<file path="src/rtl/retire_trace_buffer.sv">
// Retirement trace buffer: snapshots the debug register bus on each
// instruction retirement into a circular buffer drained via valid/ready.
module retire_trace_buffer #(
  parameter int NREGS  = 6,
  parameter int REG_W  = 16,
  parameter int DEPTH  = 16,
  parameter int SEQ_W  = 16,
  parameter int DROP_W = 8
) (
  input  logic                           clk,
  input  logic                           reset,
  input  logic [NREGS*REG_W-1:0]         dbg_regs,
  input  logic                           dbg_instruction_retired,
  input  logic                           dbg_halted,
  input  logic                           arm,
  input  logic                           ring_mode,
  output logic                           rd_valid,
  input  logic                           rd_ready,
  output logic [SEQ_W+NREGS*REG_W:0]     rd_data,
  output logic [$clog2(DEPTH):0]         count,
  output logic [DROP_W-1:0]              dropped,
  output logic [1:0]                     state
);

  localparam int ENTRY_W = SEQ_W + 1 + NREGS * REG_W;
  localparam int PTR_W   = $clog2(DEPTH);
  localparam int CNT_W   = PTR_W + 1;
  localparam logic [CNT_W-1:0] FULL_CNT = CNT_W'(DEPTH);

  typedef enum logic [1:0] {
    ST_IDLE    = 2'd0,
    ST_CAPTURE = 2'd1,
    ST_FROZEN  = 2'd2
  } state_t;

  state_t              state_q, state_next;
  logic                retired_p1;
  logic                ring_q;
  logic [PTR_W-1:0]    wr_ptr, rd_ptr;
  logic [CNT_W-1:0]    count_q;
  logic [SEQ_W-1:0]    seq_q;
  logic [DROP_W-1:0]   dropped_q;
  logic [ENTRY_W-1:0]  mem [DEPTH];

  logic evt, cap, pop, full, do_write, overwrite, drop, adv_rd;

  // Saturating increment for the dropped-entry counter.
  function automatic logic [DROP_W-1:0] sat_inc(input logic [DROP_W-1:0] v);
    return (&v) ? v : v + DROP_W'(1);
  endfunction

  // Event qualification and buffer occupancy decisions for this cycle.
  always_comb begin
    evt       = dbg_instruction_retired & ~retired_p1;
    cap       = (state_q == ST_CAPTURE) && evt && !arm;
    pop       = rd_valid && rd_ready && !arm;
    full      = (count_q == FULL_CNT);
    do_write  = cap && (!full || pop || ring_q);
    overwrite = cap && full && !pop && ring_q;
    drop      = cap && full && !pop;
    adv_rd    = pop || overwrite;
  end

  // Next-state logic: arm always restarts capture; a halted capture freezes.
  always_comb begin
    state_next = state_q;
    if (arm) begin
      state_next = ST_CAPTURE;
    end else if (cap && dbg_halted) begin
      state_next = ST_FROZEN;
    end
  end

  // State register and retirement edge-detect register.
  always_ff @(posedge clk) begin
    if (reset) begin
      state_q    <= ST_IDLE;
      retired_p1 <= 1'b0;
    end else begin
      state_q    <= state_next;
      retired_p1 <= dbg_instruction_retired;
    end
  end

  // Pointers, occupancy, sequence and drop accounting.
  always_ff @(posedge clk) begin
    if (reset) begin
      ring_q    <= 1'b0;
      wr_ptr    <= '0;
      rd_ptr    <= '0;
      count_q   <= '0;
      seq_q     <= '0;
      dropped_q <= '0;
    end else if (arm) begin
      ring_q    <= ring_mode;
      wr_ptr    <= '0;
      rd_ptr    <= '0;
      count_q   <= '0;
      seq_q     <= '0;
      dropped_q <= '0;
    end else begin
      if (do_write) wr_ptr <= wr_ptr + PTR_W'(1);
      if (adv_rd)   rd_ptr <= rd_ptr + PTR_W'(1);
      if (do_write && !adv_rd) begin
        count_q <= count_q + CNT_W'(1);
      end else if (adv_rd && !do_write) begin
        count_q <= count_q - CNT_W'(1);
      end
      if (cap)  seq_q     <= seq_q + SEQ_W'(1);
      if (drop) dropped_q <= sat_inc(dropped_q);
    end
  end

  // Snapshot storage; contents are not cleared, only made unreachable.
  always_ff @(posedge clk) begin
    if (do_write) begin
      mem[wr_ptr] <= {seq_q, dbg_halted, dbg_regs};
    end
  end

  assign rd_valid = (count_q != '0);
  assign rd_data  = mem[rd_ptr];
  assign count    = count_q;
  assign dropped  = dropped_q;
  assign state    = state_q;

endmodule

</file>
<file path="config.mk">
export PLATFORM = sky130hd
export DESIGN_NAME = retire_trace_buffer
export DESIGN_NICKNAME = d
export VERILOG_FILES = /design/src/rtl/retire_trace_buffer.sv
export SDC_FILE = /design/constraint.sdc
export NUM_CORES = 1
export LEC_CHECK = 0
export ABC_AREA = 1
export CAP_MARGIN = 20
export CELL_PAD_IN_SITES_DETAIL_PLACEMENT = 0
export CELL_PAD_IN_SITES_GLOBAL_PLACEMENT = 2
export CORE_MARGIN = 5
export CORE_UTILIZATION = 47
export CTS_BUF_LIST = sky130_fd_sc_hd__clkbuf_8 sky130_fd_sc_hd__clkbuf_16
export CTS_CLUSTER_SIZE = 10
export DETAILED_ROUTE_END_ITERATION = 7
export PLACE_DENSITY = 0.95
export SLEW_MARGIN = 40
export SYNTH_ARGS = -nofsm -noshare
export SYNTH_HDL_FRONTEND = slang
export SYNTH_SLANG_ARGS = --single-unit
</file>
<file path="constraint.sdc">
create_clock -name clk -period 20 [get_ports clk]
set_clock_uncertainty 0.05 [all_clocks]
set_input_delay 2 -clock clk [delete_from_list [all_inputs] [get_ports clk]]
set_output_delay 2 -clock clk [all_outputs]
set_load 0.01 [all_outputs]
</file>
==> results_dict.tcl, run 1 <==
set metrics [dict create \
    hp-start "state[1]$_SDFFE_PP0P_" \
    r2r_cells 9 \
    netlist_area_um2 76400 \
    grt_pass1_wl_mm 272 \
    cts_buffers 206 \
    syn-num-nets 6147 \
    synth_fa_ha_area_share_pct 0.206 \
    status "completed" \
    htreeDepth 4 \
    synth-main-ff-cell "edfxtp_1" \
    syn_inst 6032 \
    slew_headroom_pct 40.7 \
    synth.area.mux_share_pct 0 \
    dp_hpwl_mm 88.5 \
    hold_depth 2 \
    worst_slew_pin_slew_ps 890 \
    grt.overflow.total 0 \
    avgSynthCellArea_um2 12.7 \
    post_cts_resized 0 \
    drc 0 \
    maxSlewViolCount 0 \
    dieWidth_um 413 \
    rr_startpoint "state[0]$_SDFFE_PP0P_" \
    rows 148 \
    cts_max_path_buffers 3 \
    firstDrtPassIters 8 \
    grt_use_total_pct 21.1 \
    cts_tree "built" \
    crit_fanout 113 \
    final_common_cell "edfxtp_1" \
    max_clock_freq_ghz 0.140 \
    async_flop_share_pct 0 \
    synthSimpleGateAreaFrac_pct 8.23 \
    portBuffers 231 \
    synth-edff-count 1808 \
    wl_mm 182 \
    drt-initial-drc-count 4357 \
    dieArea_um2 171000 \
    final_cell_mix "edfxtp_1, inv_1, nand3_1, nand2_1, a21oi_1" \
    drive_gt1_share_pct 8.46 \
    holdPathEnd "state[1]$_SDFFE_PP0P_" \
    min_path_type "flip-flop to flip-flop" \
    pin_count 232 \
    ir_drop_mv 0.0875 \
    power_leakage_nw 29.5 \
    clock_sinks 1853 \
    arrival_ps 5110 \
    core_um2 162000 \
    synth_top_family_by_area "compound AO/OA/AOI/OAI gates" \
    die_h_um 413 \
    clk_pin_slew_ps 60 \
    rsz0062_at_grt "no" \
    clkLatencyLatePin_ps 840 \
    grt_pass1_vias 43500 \
    synth-compound-area-share_pct 11.9 \
    synth_xor_area_share_pct 0.126 \
    antenna_found_initial 12 \
    finalSetupViolCount 0 \
    start_kind "flip-flop" \
    root_buffer "clkbuf_16" \
    place_congestion 0.728 \
    vias_per_cell 5.43 \
    ys_ff_latch 1853 \
    critical_path_class "flip-flop to primary output" \
    grt_max_degree 224 \
    start_util_pct 47.1 \
    ant_nets 0 \
    wire_per_inst_um 21.6 \
    post_cts_buffers 0 \
    final_net_count 6290 \
    synth.distinct_cells 33 \
    yosys_warnings 0 \
    num_vias 45800 \
    powerDensity_nw_per_um2 89.9 \
    period_needed_ps 7160 \
    max_cap_viol_count 0 \
    hold_violations 0 \
    yosysSeqAreaShare_pct 72.2 \
    r2r_end "mem[9][60]$_DFFE_PP_" \
    worstPathRequired_ps 17950 \
    end_kind "primary output" \
    r2r_slack_ps 15910 \
    area.growth.synth_to_final_pct 13.6 \
    whs_ps 437 \
    period_share_pct 35.8 \
    cts_hold_buf 0 \
    finalSetupTns_ps 0 \
]
flip-flops by register name (all words and copies together), names as in the netlist, 2 cells and up, named ones only:
register and count:
rd_ptr 4, count 5, wr_ptr 4, state 2
seq_q 16, dropped 8, mem 1808
through the flow:
stage                     util (%)  instance area (um2)  setup slack, ps  std cells  power, mW
after CTS                     53.5                86700            12760       8414       7.88
after global placement        49.5                80200            12810       8115       4.56
after global routing          53.5                86800            12540       8419       8.07
final                         53.5                86800            12840       8425       7.81
after detailed placement      49.9                81000            13500       8140       4.57
after floorplan                  -                76400            12020       6032       4.44
metal layers:
layer | global-route usage (%) | part of all wire, % | up-vias
li1 | - | - | 21600
met1 | 29.1 | 43 | 22400
met2 | 34.3 | 48 | 1436
met3 | 4.25 | 7.1 | 270
met4 | 6.16 | 2.6 | 2
met5 | 0 | 0.0072 | -
worst max-delay path, stage by stage (launching register included):
cell             delay, ps
dfxtp_4                640
buf_12                 320
buf_16                 330
buf_12                 430
buf_16                 440
buf_6                  620
o211ai_1               220
nand3_1                130
nand3_1                 90
nand2_1                180
clkdlybuf4s50_1        580
final cells by class:
class                           count  area (um2)
Multi-Input combinational cell   2849       15800
Inverter                          950        3590
Fill cell                       13200       75400
Clock buffer                      209        5210
Antenna cell                        9        22.5
Sequential cell                  1853       55200
Timing Repair Buffer              315        3750
Tap cell                         2175        2720
Clock inverter                     65         566
Yosys cell counts (3+ instances only):
library cell / n / area share (%)
xnor2_1: 4 / 0.046
o21ai_0: 467 / 3.1
xor2_1: 7 / 0.080
ha_1: 11 / 0.18
buf_1: 33 / 0.16
edfxtp_1: 1808 / 71
a21oi_1: 477 / 3.1
buf_2: 151 / 0.99
clkbuf_1: 138 / 0.68
buf_6: 51 / 0.75
dfxtp_1: 45 / 1.2
o211ai_2: 190 / 3.1
nand3_1: 707 / 4.6
nand4_1: 6 / 0.049
inv_1: 947 / 4.7
nor3_1: 3 / 0.020
o211ai_1: 262 / 2.6
nor2_1: 66 / 0.32
buf_4: 7 / 0.069
nand2_1: 635 / 3.1
power by group:
group	internal [mW]	switching [mW]	leakage (nW)	total, mW
sequential	4.26	0.00398	16.9	4.26
clock	1.86	1.45	2.98	3.32
combinational	0.0791	0.144	9.72	0.224
kinds of logic after synthesis:
logic type	count (synthesis)
fa+ha+maj	12
buf+inv	1330
simple gates	1426
flops	1853
compound gates	1400
xor+xnor	11
worst max-delay path by stage:
stage          slack (ps)                    to  depth (start not counted)
6_report            12840           rd_data[79]                         10
3_5_place_dp        13500  mem[5][37]$_DFFE_PP_                          9
4_1_cts             12760           rd_data[79]                         10
5_1_grt             12540           rd_data[79]                         10
3_3_place_gp        12810           rd_data[61]                          8
2_1_floorplan       12020  mem[11][0]$_DFFE_PP_                          5
(Power assumes the default switching activity.)
==> run 2, diff against run 1 <==
--- a/config.mk
+++ b/config.mk
@@ -10,11 +10,11 @@
 export CELL_PAD_IN_SITES_DETAIL_PLACEMENT = 0
 export CELL_PAD_IN_SITES_GLOBAL_PLACEMENT = 2
 export CORE_MARGIN = 5
-export CORE_UTILIZATION = 47
+export CORE_UTILIZATION = 43
 export CTS_BUF_LIST = sky130_fd_sc_hd__clkbuf_8 sky130_fd_sc_hd__clkbuf_16
 export CTS_CLUSTER_SIZE = 10
 export DETAILED_ROUTE_END_ITERATION = 7
-export PLACE_DENSITY = 0.95
+export PLACE_DENSITY = 0.89
 export SLEW_MARGIN = 40
 export SYNTH_ARGS = -nofsm -noshare
 export SYNTH_HDL_FRONTEND = slang
==> constraint.sdc (replaced) <==
create_clock -name clk -period 7.45 [get_ports clk]
set_clock_uncertainty 0.05 [all_clocks]
set_input_delay 0.745 -clock clk [delete_from_list [all_inputs] [get_ports clk]]
set_output_delay 0.745 -clock clk [all_outputs]
set_load 0.01 [all_outputs]
==> run 2 against run 1 <==
Combinational power rose to 2.7 times the previous value. First-iteration DRC count down 1.5%. Sequential power rose to 2.7 times the previous value. Sequential share of layout area increased by 0.097 points. Hold slack better by 6.9 ps. Core utilization shrank 4.4 points. Cell count rose by 1.8%. Largest power group unchanged.
==> results_dict.tcl, run 2 (same netlist as run 1, synthesis figures left out) <==
set metrics [dict create \
    status "completed" \
    post_cts_buffers 0 \
    power_mw 20.8 \
    largest_register_ffs 1808 \
    antenna_found_initial 13 \
    dp_hpwl_mm 90.0 \
    slew_headroom_pct 42.1 \
    hp-start "ring_mode" \
    ir_drop_mv 0.209 \
    finalSetupViolCount 0 \
    firstDrtPassIters 6 \
    power_leakage_nw 29.4 \
    use_met2_pct 31.7 \
    end_kind "primary output" \
    r2r_slack_ps 3720 \
    clock_sinks 1853 \
    final_common_cell "edfxtp_1" \
    drt-initial-drc-count 4290 \
    start_util_pct 43.3 \
    core_um2 176000 \
    crit_fanout 118 \
    powerDensity_nw_per_um2 240 \
    grt_pass1_wl_mm 272 \
    regMostFlops "mem" \
    critical_path.slowest_cell "dfxtp_4" \
    pin_count 232 \
    crit_chain "buf_12 -> buf_6 -> nand3_1 -> nand3_1 -> nand2_1 -> clkdlybuf4s50_1" \
    die_h_um 432 \
    num_vias 45400 \
    root_buffer "clkbuf_16" \
    whs_ps 444 \
    hold_violations 0 \
    rr_startpoint "state[0]$_SDFFE_PP0P_" \
    final_net_count 6286 \
    wl_mm 181 \
    portBuffers 231 \
    maxSlewViolCount 0 \
    post_cts_resized 0 \
    cts_tree "built" \
    nFillCells 15200 \
    dieWidth_um 432 \
    place_ws_ps 2800 \
    cts_max_path_buffers 3 \
    arrival_ps 4140 \
    final_cell_mix "edfxtp_1, inv_1, nand3_1, nand2_1, a21oi_1" \
    grt_max_degree 217 \
    clkLatencyLatePin_ps 830 \
    area.growth.synth_to_final_pct 13.4 \
    crit_top_cell "nand3_1" \
    grt_pass1_vias 44200 \
    rsz0062_at_grt "no" \
    drc 0 \
    wire_per_inst_um 21.1 \
    min_path_type "input port to flip-flop" \
    grtUsageMet3_pct 2.95 \
    period_share_pct 66.2 \
    r2r_end "mem[6][41]$_DFFE_PP_" \
    grt_most_used_layer "met2" \
    worstPathRequired_ps 6650 \
    finalSetupTns_ps 0 \
    drive_gt1_share_pct 8.38 \
    use_met1_pct 26.4 \
    vias_per_cell 5.30 \
    grt.overflow.total 0 \
    cts_buffers 205 \
    r2r_cells 7 \
    max_cap_viol_count 0 \
    max_clock_freq_ghz 0.203 \
    stdcell_count 8573 \
    grt_use_total_pct 19.0 \
    dieArea_um2 186000 \
    fin_ws_ps 2510 \
    period_needed_ps 4940 \
    crit_end "rd_data[24]" \
    cts_hold_buf 0 \
    placed_cells 8298 \
    clk_pin_slew_ps 60 \
    ant_nets 0 \
    start_kind "flip-flop" \
    max_stage_delay_ps 820 \
    place_congestion 0.743 \
    rows 154 \
    htreeDepth 4 \
    critical_path_class "flip-flop to primary output" \
    worst_slew_pin_slew_ps 869 \
]
==> run 2: routing by layer <==
| metal | share of wire, % | wire, um | vias to the layer above |
|---|---|---|---|
| met2 | 49 | 87800 | 1205 |
| met4 | 1.9 | 3480 | 2 |
| met3 | 5.3 | 9500 | 249 |
| li1 | - | - | 21600 |
| met1 | 44 | 79800 | 22400 |
| met5 | 0.0072 | 13 | - |
==> run 2: worst max-delay path: cells and delay by family, from the launching register on <==
| kind | cells | cell delay, ps |
|---|---|---|
| flops | 1 | 820 |
| simple gates | 3 | 460 |
| buf+inv | 3 | 1820 |
==> run 2: worst min path at each step <==
stage	endpoint	slack, ps	cells after the start
2_1_floorplan	ring_q$_SDFFE_PP0P_	410	2
3_3_place_gp	state[1]$_SDFFE_PP0P_	430	2
3_5_place_dp	state[1]$_SDFFE_PP0P_	440	2
4_1_cts	ring_q$_SDFFE_PP0P_	360	3
5_1_grt	ring_q$_SDFFE_PP0P_	430	3
6_report	ring_q$_SDFFE_PP0P_	440	3
==> run 2: cell type report <==
cell class                 instances  area [um2]  area share (%)
timing repair buffer             312        3600            4.16
clock inverter                    57         442           0.509
antenna                            6        15.0          0.0173
sequential                      1853       55200            63.7
inverter                         950        3590            4.14
tap                             2340        2930            3.38
multi-input combinational       2849       15800            18.2
clock buffer                     206        5140            5.93
==> run 2: report_power, final <==
group | internal, mW | switching (mW) | leakage (nW) | total (mW)
logic | 0.212 | 0.393 | 9.93 | 0.605
registers | 11.4 | 0.0121 | 16.6 | 11.4
clock network | 4.89 | 3.82 | 2.87 | 8.72
total | 16.5 | 4.23 | 29.4 | 20.8
==> run 2: stage by stage <==
step / utilization (%) / area, um2
2_1_floorplan: - / 76400
3_3_place_gp: 45.7 / 80700
3_5_place_dp: 45.9 / 80900
4_1_cts: 49.0 / 86500
5_1_grt: 49.1 / 86700
6_report: 49.1 / 86700
